==> src/rtl/nibble_up_pkg.sv <==
// Shared opcode and state encodings for the nibble_up_stack CPU core.
package nibble_up_pkg;

    typedef enum logic [3:0] {
        OP_JC   = 4'h0,
        OP_JNC  = 4'h1,
        OP_JZ   = 4'h2,
        OP_JNZ  = 4'h3,
        OP_JMP  = 4'h4,
        OP_CALL = 4'h5,
        OP_RET  = 4'h6,
        OP_LIT  = 4'h7,
        OP_IN   = 4'h8,
        OP_OUT  = 4'h9,
        OP_ADDI = 4'hA,
        OP_NORI = 4'hB,
        OP_CMPI = 4'hC,
        OP_LD   = 4'hD,
        OP_ST   = 4'hE,
        OP_HLT  = 4'hF
    } opcode_e;

    typedef enum logic [1:0] {
        ST_FETCH   = 2'd0,
        ST_EXECUTE = 2'd1,
        ST_HALT    = 2'd2
    } state_e;

    // Ops whose execute cycle consumes the following ROM word as an address.
    function automatic logic is_two_word(input opcode_e op);
        return (op == OP_JC) || (op == OP_JNC) || (op == OP_JZ) || (op == OP_JNZ) ||
               (op == OP_JMP) || (op == OP_CALL) || (op == OP_LD) || (op == OP_ST);
    endfunction

endpackage

==> src/rtl/nibble_up_stack_ret_stack.sv <==
// Return-address LIFO for CALL/RET; top of stack is readable combinationally.
module nibble_ret_stack #(
    parameter int ADDR_W      = 12,
    parameter int STACK_DEPTH = 4
) (
    input  logic              clk,
    input  logic              rst_n,
    input  logic              push,
    input  logic              pop,
    input  logic [ADDR_W-1:0] din,
    output logic [ADDR_W-1:0] dout,
    output logic              full,
    output logic              empty
);
    localparam int SP_W  = $clog2(STACK_DEPTH + 1);
    localparam int IDX_W = (STACK_DEPTH > 1) ? $clog2(STACK_DEPTH) : 1;

    logic [ADDR_W-1:0] mem_q [STACK_DEPTH];
    logic [SP_W-1:0]   sp_q;
    logic [SP_W-1:0]   top;

    assign full  = (sp_q == SP_W'(STACK_DEPTH));
    assign empty = (sp_q == '0);
    assign top   = sp_q - SP_W'(1);
    assign dout  = empty ? '0 : mem_q[top[IDX_W-1:0]];

    always_ff @(posedge clk or negedge rst_n) begin
        if (!rst_n) begin
            sp_q <= '0;
            for (int i = 0; i < STACK_DEPTH; i++) begin
                mem_q[i] <= '0;
            end
        end else if (push && !full) begin
            mem_q[sp_q[IDX_W-1:0]] <= din;
            sp_q                   <= sp_q + SP_W'(1);
        end else if (pop && !empty) begin
            sp_q <= sp_q - SP_W'(1);
        end
    end

endmodule

==> src/rtl/nibble_up_stack.sv <==
// Two-phase accumulator CPU core with call/return stack, HALT state and
// sticky stack-error detection. ROM and RAM are external, read combinationally.
module nibble_up_stack
    import nibble_up_pkg::*;
#(
    parameter int DATA_W      = 4,
    parameter int ADDR_W      = 12,
    parameter int STACK_DEPTH = 4
) (
    input  logic                clk,
    input  logic                reset,
    input  logic [DATA_W+3:0]   prog_word,
    input  logic [DATA_W-1:0]   pushbuttons,
    input  logic [DATA_W-1:0]   ram_rdata,
    output logic [ADDR_W-1:0]   pc,
    output logic [ADDR_W-1:0]   ram_addr,
    output logic [DATA_W-1:0]   ram_wdata,
    output logic                ram_we,
    output logic [3:0]          instr,
    output logic [DATA_W-1:0]   operand,
    output logic [DATA_W-1:0]   accu,
    output logic [DATA_W-1:0]   ff_out,
    output logic                c_flag,
    output logic                z_flag,
    output logic                phase,
    output logic                halted,
    output logic                stack_err
);
    state_e              state_q;
    opcode_e             instr_q;
    logic [DATA_W-1:0]   operand_q, accu_q, ff_q;
    logic [ADDR_W-1:0]   pc_q;
    logic                c_q, z_q, err_q;

    logic [2*DATA_W+3:0] wide_target;
    logic [ADDR_W-1:0]   target, pc_inc, stk_dout;
    logic [DATA_W:0]     add_sum;
    logic [DATA_W-1:0]   nor_val;
    logic                taken, in_exec;
    logic                stk_push, stk_pop, stk_full, stk_empty;

    // Second word supplies the low address bits; the latched operand extends it.
    assign wide_target = {operand_q, prog_word};
    assign target      = wide_target[ADDR_W-1:0];
    assign pc_inc      = pc_q + ADDR_W'(1);
    assign add_sum     = {1'b0, accu_q} + {1'b0, operand_q};
    assign nor_val     = ~(accu_q | operand_q);
    assign in_exec     = (state_q == ST_EXECUTE);

    always_comb begin
        taken = 1'b0;
        case (instr_q)
            OP_JC:   taken = c_q;
            OP_JNC:  taken = !c_q;
            OP_JZ:   taken = z_q;
            OP_JNZ:  taken = !z_q;
            OP_JMP:  taken = 1'b1;
            default: taken = 1'b0;
        endcase
    end

    assign stk_push = in_exec && (instr_q == OP_CALL) && !stk_full;
    assign stk_pop  = in_exec && (instr_q == OP_RET) && !stk_empty;

    nibble_ret_stack #(
        .ADDR_W      (ADDR_W),
        .STACK_DEPTH (STACK_DEPTH)
    ) u_ret_stack (
        .clk   (clk),
        .rst_n (reset),
        .push  (stk_push),
        .pop   (stk_pop),
        .din   (pc_inc),
        .dout  (stk_dout),
        .full  (stk_full),
        .empty (stk_empty)
    );

    always_ff @(posedge clk or negedge reset) begin
        if (!reset) begin
            state_q   <= ST_FETCH;
            instr_q   <= OP_JC;
            operand_q <= '0;
            accu_q    <= '0;
            ff_q      <= '0;
            pc_q      <= '0;
            c_q       <= 1'b0;
            z_q       <= 1'b0;
            err_q     <= 1'b0;
        end else begin
            case (state_q)
                ST_FETCH: begin
                    instr_q   <= opcode_e'(prog_word[DATA_W+3:DATA_W]);
                    operand_q <= prog_word[DATA_W-1:0];
                    pc_q      <= pc_inc;
                    state_q   <= ST_EXECUTE;
                end
                ST_EXECUTE: begin
                    state_q <= ST_FETCH;
                    case (instr_q)
                        OP_JC, OP_JNC, OP_JZ, OP_JNZ, OP_JMP:
                            pc_q <= taken ? target : pc_inc;
                        OP_CALL: begin
                            if (stk_full) begin
                                err_q   <= 1'b1;
                                state_q <= ST_HALT;
                            end else begin
                                pc_q <= target;
                            end
                        end
                        OP_RET: begin
                            if (stk_empty) begin
                                err_q   <= 1'b1;
                                state_q <= ST_HALT;
                            end else begin
                                pc_q <= stk_dout;
                            end
                        end
                        OP_LIT:  accu_q <= operand_q;
                        OP_IN:   accu_q <= pushbuttons;
                        OP_OUT:  ff_q   <= accu_q;
                        OP_ADDI: begin
                            {c_q, accu_q} <= add_sum;
                            z_q           <= (add_sum[DATA_W-1:0] == '0);
                        end
                        OP_NORI: begin
                            accu_q <= nor_val;
                            z_q    <= (nor_val == '0);
                        end
                        OP_CMPI: begin
                            c_q <= (accu_q >= operand_q);
                            z_q <= (accu_q == operand_q);
                        end
                        OP_LD: begin
                            accu_q <= ram_rdata;
                            pc_q   <= pc_inc;
                        end
                        OP_ST:   pc_q    <= pc_inc;
                        OP_HLT:  state_q <= ST_HALT;
                        default: state_q <= ST_FETCH;
                    endcase
                end
                ST_HALT: state_q <= ST_HALT;
                default: state_q <= ST_FETCH;
            endcase
        end
    end

    // Write strobe decodes from state, so the async reset clears it at once.
    assign ram_we    = in_exec && (instr_q == OP_ST);
    assign ram_addr  = (in_exec && is_two_word(instr_q)) ? target : '0;
    assign ram_wdata = accu_q;
    assign pc        = pc_q;
    assign instr     = instr_q;
    assign operand   = operand_q;
    assign accu      = accu_q;
    assign ff_out    = ff_q;
    assign c_flag    = c_q;
    assign z_flag    = z_q;
    assign phase     = in_exec;
    assign halted    = (state_q == ST_HALT);
    assign stack_err = err_q;

endmodule
==> config.mk <==
export PLATFORM = sky130hd
export DESIGN_NAME = nibble_up_stack
export DESIGN_NICKNAME = d
export VERILOG_FILES = /design/src/rtl/nibble_up_pkg.sv /design/src/rtl/nibble_up_stack_ret_stack.sv /design/src/rtl/nibble_up_stack.sv
export SDC_FILE = /design/constraint.sdc
export NUM_CORES = 1
export LEC_CHECK = 0
export CAP_MARGIN = 20
export CORE_MARGIN = 2
export CORE_UTILIZATION = 40
export CTS_CLUSTER_SIZE = 25
export DETAILED_ROUTE_END_ITERATION = 8
export GPL_ROUTABILITY_DRIVEN = 0
export GPL_TIMING_DRIVEN = 1
export PLACE_DENSITY = 0.64
export SLEW_MARGIN = 20
export SYNTH_ARGS = -nofsm -noshare
export SYNTH_HDL_FRONTEND = slang
export SYNTH_SLANG_ARGS = --single-unit
export TNS_END_PERCENT = 1
==> constraint.sdc <==
create_clock -name clk -period 3.6 [get_ports clk]
set_clock_uncertainty 0.1 [all_clocks]
set_input_delay 0.72 -clock clk [delete_from_list [all_inputs] [get_ports clk]]
set_output_delay 0.72 -clock clk [all_outputs]
set_load 0.03 [all_outputs]
==> results_dict.tcl, run 1 <==
set metrics [dict create \
    drc 0 \
    cts_buffer_depth 2 \
    grt_pass1_wl_um 22300 \
    grt_pass1_vias 4269 \
    nFillCells 1096 \
    die_area_um2 13200 \
    relSlewSlack_pct 42.1 \
    layout-drive-gt1-share_pct 9.32 \
    crit_path_end_kind "output port" \
    r2r_cells 6 \
    power_switching_w 0.00324 \
    routed_wl_um 14100 \
    syn-mean-instance-area_um2 9.30 \
    vias 4310 \
    clock_latency_ns 0.34 \
    initial_core_util_pct 41.1 \
    leakage_nw 2.56 \
    ir_drop_mv 0.411 \
    worstPathMaxFanout 13 \
    ys_warn_count 0 \
    fin_area_um2 6020 \
    cts_root_buf "clkbuf_16" \
    grt_use_total_pct 22.0 \
    worst_pin_slew_ns 0.863 \
    p_per_area_nw_per_um2 1130 \
    syn2layout_area_growth_pct 22.1 \
    num_io_pins 68 \
    worstPathArrival_ns 2.52 \
    rsz0062_at_grt "false" \
    core-area_um2 12000 \
    drtIter0Drc 377 \
    htreeDepth 3 \
    placed_area_um2 5700 \
    antenna_left 0 \
    die_width_um 115 \
    setup-violations-final 0 \
    dr.pass1.iters 7 \
    core.rowCount 40 \
    dpl_worst_slack_ns 0.513 \
    crit_type "reg -> out" \
    grt_max_degree 85 \
    maxCapViolCount 0 \
    synth-edff-count 0 \
    wire_per_inst_um 19.2 \
    synth.cell_area_um2 4930 \
    power_frac_seq_pct 26.3 \
    drv_slew 0 \
    fin_ws_ns 0.257 \
    ys_dominant_reg_cell "dfrtp_1" \
    numCtsBuffers 9 \
    start_kind "flip-flop" \
    r2r_start "instr[1]$_DFFE_PN0P_" \
    async_reset_ff_share_pct 100 \
    hold_buffers 0 \
    post-cts-setup-buffers 0 \
    cp.required_ns 2.78 \
    fin_nets 622 \
    synth_seq_cells 84 \
    dp_hpwl_um 10200 \
    tns_ns 0 \
    pwr-share-clk_pct 14.6 \
    cts_sinks 84 \
    status "finished clean" \
    routed_via_density 5.85 \
    min_period_over_period_pct 92.9 \
    overflow 0 \
    maxClockFrequency_mhz 299 \
    hold_class "in -> async" \
    hold_violations 0 \
    synth_cell_type_count 64 \
    syn_nets 567 \
    antenna_found_initial 0 \
    fp.dieH_um 115 \
    pwr-share-comb_pct 59.1 \
    critPathLaunch "instr[2]$_DFFE_PN0P_" \
    p_sw_share_pct 47.6 \
    syn_inst 530 \
    p_int_w 0.00357 \
    cts_tree "done" \
    ys_seq_area_share_pct 42.6 \
    diodes 0 \
    clk_pin_slew_ns 0.07 \
    whs_ns 0.316 \
    io_buffers 67 \
    layout_min_cycle_time_ns 3.34 \
]
[path summary, 6_finish.rpt]
check                                                     to  slack, ns
setup / recovery                                 ram_addr[1]       0.26
hold / removal                            z_flag$_DFFE_PN0P_       0.32
setup reg to reg           u_ret_stack.mem_q[22]$_DFFE_PN0P_       0.92
hold reg to reg                        ff_out[3]$_DFFE_PN0P_       0.38
max in group asynchronous   u_ret_stack.mem_q[5]$_DFFE_PN0P_       2.53
min in group clk                       ff_out[3]$_DFFE_PN0P_       0.38
[placed cells by master (no fill, tap or decap), types with 6 or more instances in the layout]
cell | Yosys | routed
a22oi_1 | 7 | 7
inv_1 | 16 | 16
mux4_2 | 12 | 12
nor2_1 | 43 | 42
o211ai_1 | 6 | 6
dfrtp_1 | 84 | 84
o21ai_0 | 66 | 66
nand3_1 | 9 | 9
xor2_1 | 9 | 9
clkdlybuf4s50_1 | 0 | 66
and2_1 | 15 | 15
nor3_1 | 6 | 6
buf_4 | 7 | 14
clkbuf_16 | 0 | 9
a21oi_1 | 30 | 30
nand2_1 | 77 | 77
ha_1 | 18 | 18
xnor2_1 | 9 | 9
[final cells by class]
| type | instances | area, µm² | area share (%) |
|---|---|---|---|
| tap | 147 | 184 | 3.06 |
| clock inverter | 5 | 85.1 | 1.41 |
| multi-input combinational | 392 | 2570 | 42.8 |
| clock buffer | 11 | 233 | 3.87 |
| inverter | 17 | 63.8 | 1.06 |
| timing repair buffer | 81 | 777 | 12.9 |
| sequential | 84 | 2100 | 34.9 |
[repair_timing]
action | 4_1_cts | 5_1_grt
gates resized for setup | 0 | 1
hold endpoints to repair | 0 | 0
setup endpoints to repair | 0 | 8
[cell usage after synthesis, types with 2 or more instances]
| library cell | number | area [µm²] |
|---|---|---|
| dfrtp_1 | 84 | 2100 |
| nand2_1 | 77 | 289 |
| o21ai_0 | 66 | 330 |
| nor2_1 | 43 | 161 |
| a21oi_1 | 30 | 150 |
| clkbuf_1 | 18 | 67.6 |
| ha_1 | 18 | 225 |
| inv_1 | 16 | 60.1 |
| and2_1 | 15 | 93.8 |
| mux4_2 | 12 | 270 |
| buf_2 | 10 | 50.1 |
| nand3_1 | 9 | 45.0 |
| xnor2_1 | 9 | 78.8 |
| xor2_1 | 9 | 78.8 |
| a22oi_1 | 7 | 52.6 |
| buf_4 | 7 | 52.6 |
| nor3_1 | 6 | 30.0 |
| o211ai_1 | 6 | 45.0 |
| a221oi_1 | 5 | 43.8 |
| a31oi_1 | 5 | 31.3 |
| mux2i_1 | 5 | 50.1 |
| nand2b_1 | 5 | 31.3 |
| nor2b_1 | 5 | 31.3 |
| a21o_1 | 4 | 30.0 |
| mux2_2 | 4 | 45.0 |
| a211oi_1 | 3 | 22.5 |
| a221o_1 | 3 | 30.0 |
| and4_1 | 3 | 26.3 |
| o22a_1 | 3 | 26.3 |
| o31ai_1 | 3 | 22.5 |
| and3_1 | 2 | 12.5 |
| buf_6 | 2 | 22.5 |
| nand3b_1 | 2 | 15.0 |
| o21ai_1 | 2 | 10.0 |
| o21bai_1 | 2 | 15.0 |
| or4_1 | 2 | 15.0 |
[power groups by stage]
stage	clock network, W	logic, W	registers, W
finish	0.000993	0.00402	0.00179
global route	0.00106	0.00435	0.00184
CTS	0.00101	0.00399	0.00178
detailed placement	0	0.00397	0.00179
global placement	0	0.00390	0.00176
floorplan	0	0.00250	0.00194
[kinds of logic after synthesis]
kind of cell	count (synthesis)	synth area share, %
buffers and inverters	54	5.20
flip-flops	84	42.6
AND/OR/NAND/NOR	179	16.9
AO/OA/AOI/OAI	154	19.4
XOR/XNOR	18	3.20
adder cells (fa/ha/maj)	19	4.97
multiplexers	22	7.71
[through the flow]
| stage | std cells | power (W) | util (%) |
|---|---|---|---|
| 2_1_floorplan | 530 | 0.00444 | - |
| 3_3_place_gp | 721 | 0.00567 | 47.4 |
| 3_5_place_dp | 721 | 0.00576 | 47.4 |
| 4_1_cts | 737 | 0.00678 | 50.1 |
| 5_1_grt | 737 | 0.00725 | 50.1 |
| 6_report | 737 | 0.00680 | 50.1 |
[critical path: stages, from the launching register on]
cell and delay [ns]:
dfrtp_1 0.56, nand2_1 0.16, a21oi_1 0.18, nor3_1 0.08, nor2_2 0.21, buf_4 0.20, and2_1 0.13, clkdlybuf4s50_1 0.67
[registers in the layout, summed over array words and instances (netlist names)]
name / count
u_ret_stack.sp_q: 3
z_flag: 1
c_flag: 1
ff_out: 4
u_ret_stack.mem_q: 48
stack_err: 1
pc: 12
instr: 4
accu: 4
operand: 4
state_q: 2
[routing by layer]
layer	wire length (µm)	share of wire [%]	vias up	global-route usage [%]
met5	0	0	-	0
met4	686	4.9	0	12.4
met3	715	5.1	51	4.22
met2	7060	50	165	37.9
met1	5660	40	2108	25.8
li1	-	-	1986	-
Note: power is estimated with default switching activity, not from simulation.
==> run 2, diff against run 1 <==
--- a/config.mk
+++ b/config.mk
@@ -10,7 +10,7 @@
 export CORE_UTILIZATION = 40
 export CTS_CLUSTER_SIZE = 25
 export DETAILED_ROUTE_END_ITERATION = 8
-export GPL_ROUTABILITY_DRIVEN = 0
+export GPL_ROUTABILITY_DRIVEN = 1
 export GPL_TIMING_DRIVEN = 1
 export PLACE_DENSITY = 0.64
 export SLEW_MARGIN = 20
==> run 2 against run 1 <==
Critical endpoint is now ram_addr[0]. Setup slack better by 0.0072 ns. Largest power group unchanged. Sequential power about the same. Non-clock buffer count rose by 5. Die area unchanged. Final area grew 0.21%. Total power up 0.13%. Register-to-register slack improved by 0.03 ns. Combinational power is 1% higher. Core utilization rose by 0.10 points.
==> results_dict.tcl, run 2 (synthesis gave the netlist of run 1 again) <==
set metrics [dict create \
    p_int_w 0.00353 \
    final_common_cell "dfrtp_1" \
    relSlewSlack_pct 40.9 \
    finalNonFillerCells 741 \
    worst_pin_slew_ns 0.885 \
    dp_hpwl_um 10600 \
    antenna_found_initial 0 \
    cts_sinks 84 \
    power_frac_seq_pct 26.2 \
    io_buffers 67 \
    routed_wl_um 14700 \
    rsz0062_at_grt "false" \
    maxClockFrequency_mhz 300 \
    clock_latency_ns 0.34 \
    critPathLaunch "instr[2]$_DFFE_PN0P_" \
    largest_register "u_ret_stack.mem_q" \
    final_cell_mix "84 x dfrtp_1, 77 x nand2_1, 66 x o21ai_0, 66 x clkdlybuf4s50_1, 43 x nor2_1" \
    place.gp.congestion 0.957 \
    crit_type "reg -> out" \
    hold_violations 0 \
    power_switching_w 0.00328 \
    overflow 0 \
    fp.dieH_um 115 \
    routed_via_density 5.81 \
    core-area_um2 12000 \
    p_per_area_nw_per_um2 1130 \
    drtIter0Drc 271 \
    largest_reg_flops 48 \
    grt_max_degree 54 \
    cp_num_buf_inv 2 \
    syn2layout_area_growth_pct 22.3 \
    cp_cell_sequence "nand2_1, nor2_1, nor3_1, nor2_1, buf_4, and2_1, clkdlybuf4s50_1" \
    worstPathMaxFanout 19 \
    p_sw_share_pct 48.2 \
    grt_pass1_vias 4192 \
    grt_pass1_wl_um 23100 \
    fin_nets 627 \
    initial_core_util_pct 41.1 \
    tns_ns 0 \
    rr_endpoint "u_ret_stack.mem_q[22]$_DFFE_PN0P_" \
    hold_class "in -> async" \
    cts_buffer_depth 2 \
    r2r_cells 6 \
    die_width_um 115 \
    cts_tree "done" \
    num_io_pins 68 \
    die_area_um2 13200 \
    post-cts-setup-buffers 0 \
    cts_root_buf "clkbuf_16" \
    drv_slew 0 \
    maxCapViolCount 0 \
    hold_buffers 0 \
    leakage_nw 2.57 \
    r2r_slack_ns 0.95 \
    core.rowCount 40 \
    clk_pin_slew_ns 0.06 \
    r2r_start "instr[1]$_DFFE_PN0P_" \
    htreeDepth 3 \
    diodes 0 \
    worst-path-stages 7 \
    critical_path.top_delay_family "buffers and inverters" \
    start_kind "flip-flop" \
    crit_end "ram_addr[0]" \
    worstPathArrival_ns 2.52 \
    min_period_over_period_pct 92.7 \
    antenna_left 0 \
    numCtsBuffers 9 \
    nFillCells 1137 \
    critPathSlowestCell "dfrtp_1" \
    ir_drop_mv 0.322 \
    layout-drive-gt1-share_pct 10.1 \
    dp_cells 726 \
    pwr-share-comb_pct 59.8 \
    drc 0 \
    wire_per_inst_um 19.8 \
    status "finished clean" \
    grt_use_total_pct 23.1 \
    cp.required_ns 2.78 \
    pwr-share-clk_pct 14.0 \
    dr.pass1.iters 5 \
    crit_top_cell "nor2_1" \
    max_stage_delay_ns 0.67 \
    post_cts_resized 0 \
    crit_path_end_kind "output port" \
    vias 4303 \
    layout_min_cycle_time_ns 3.34 \
    setup-violations-final 0 \
]
-- run 2: changes by cell type in the layout (fill, tap and decap cells not counted), sizes merged --
| cell | change |
|---|---|
| buf | +5 |
| bufinv | -1 |
| clkbuf | -1 |
| clkinv | -1 |
| clkinvlp | +1 |
| inv | +1 |
-- run 2: layout make-up --
class | instances | area [µm²] | share of cell area (%)
Inverter | 17 | 63.8 | 1.06
Timing Repair Buffer | 86 | 811 | 13.4
Sequential cell | 84 | 2100 | 34.8
Clock inverter | 5 | 60.1 | 0.996
Tap cell | 147 | 184 | 3.05
Clock buffer | 10 | 239 | 3.96
Multi-Input combinational cell | 392 | 2570 | 42.6
-- run 2: metrics by stage --
stage	total power [W]	utilization [%]	hold WS [ns]	worst slack (ns)	cell area, µm²
4_1_cts	0.00679	50.2	0.357	0.250	6030
5_1_grt	0.00728	50.2	0.388	0.0459	6030
2_1_floorplan	0.00444	-	0.324	0.881	4930
6_report	0.00681	50.2	0.324	0.264	6030
3_5_place_dp	0.00583	47.7	0.368	0.621	5730
3_3_place_gp	0.00578	47.7	0.352	0.617	5730
-- run 2: power by group through the flow --
stage | sequential, W | clock (W) | combinational [W]
floorplan | 0.00194 | 0 | 0.00250
global placement | 0.00177 | 0 | 0.00402
detailed placement | 0.00179 | 0 | 0.00404
CTS | 0.00178 | 0.000959 | 0.00405
global route | 0.00184 | 0.00102 | 0.00442
finish | 0.00178 | 0.000952 | 0.00408
-- run 2: worst min-delay path by stage --
| stage | startpoint | end | depth (start not counted) |
|---|---|---|---|
| 2_1_floorplan | reset | accu[0]$_DFFE_PN0P_ | 0 |
| 3_3_place_gp | stack_err$_DFFE_PN0P_ | stack_err$_DFFE_PN0P_ | 1 |
| 3_5_place_dp | u_ret_stack.mem_q[27]$_DFFE_PN0P_ | u_ret_stack.mem_q[27]$_DFFE_PN0P_ | 2 |
| 4_1_cts | reset | ff_out[3]$_DFFE_PN0P_ | 1 |
| 5_1_grt | reset | accu[3]$_DFFE_PN0P_ | 1 |
| 6_report | reset | accu[3]$_DFFE_PN0P_ | 1 |
-- run 2: metal layers --
metal	vias up	wire (µm)	global-route usage, %
met1	2126	6260	29.6
met2	143	7260	38.9
met3	36	687	3.58
li1	1998	-	-
met4	0	462	10.1
met5	-	0	0
==> run 3, diff against run 2 <==
--- a/config.mk
+++ b/config.mk
@@ -13,7 +13,7 @@
 export GPL_ROUTABILITY_DRIVEN = 1
 export GPL_TIMING_DRIVEN = 1
 export PLACE_DENSITY = 0.64
-export SLEW_MARGIN = 20
+export SLEW_MARGIN = 10
 export SYNTH_ARGS = -nofsm -noshare
 export SYNTH_HDL_FRONTEND = slang
 export SYNTH_SLANG_ARGS = --single-unit
==> results of run 3 <==
Same layout as run 2: the final DEF is identical, and so are final timing and power.
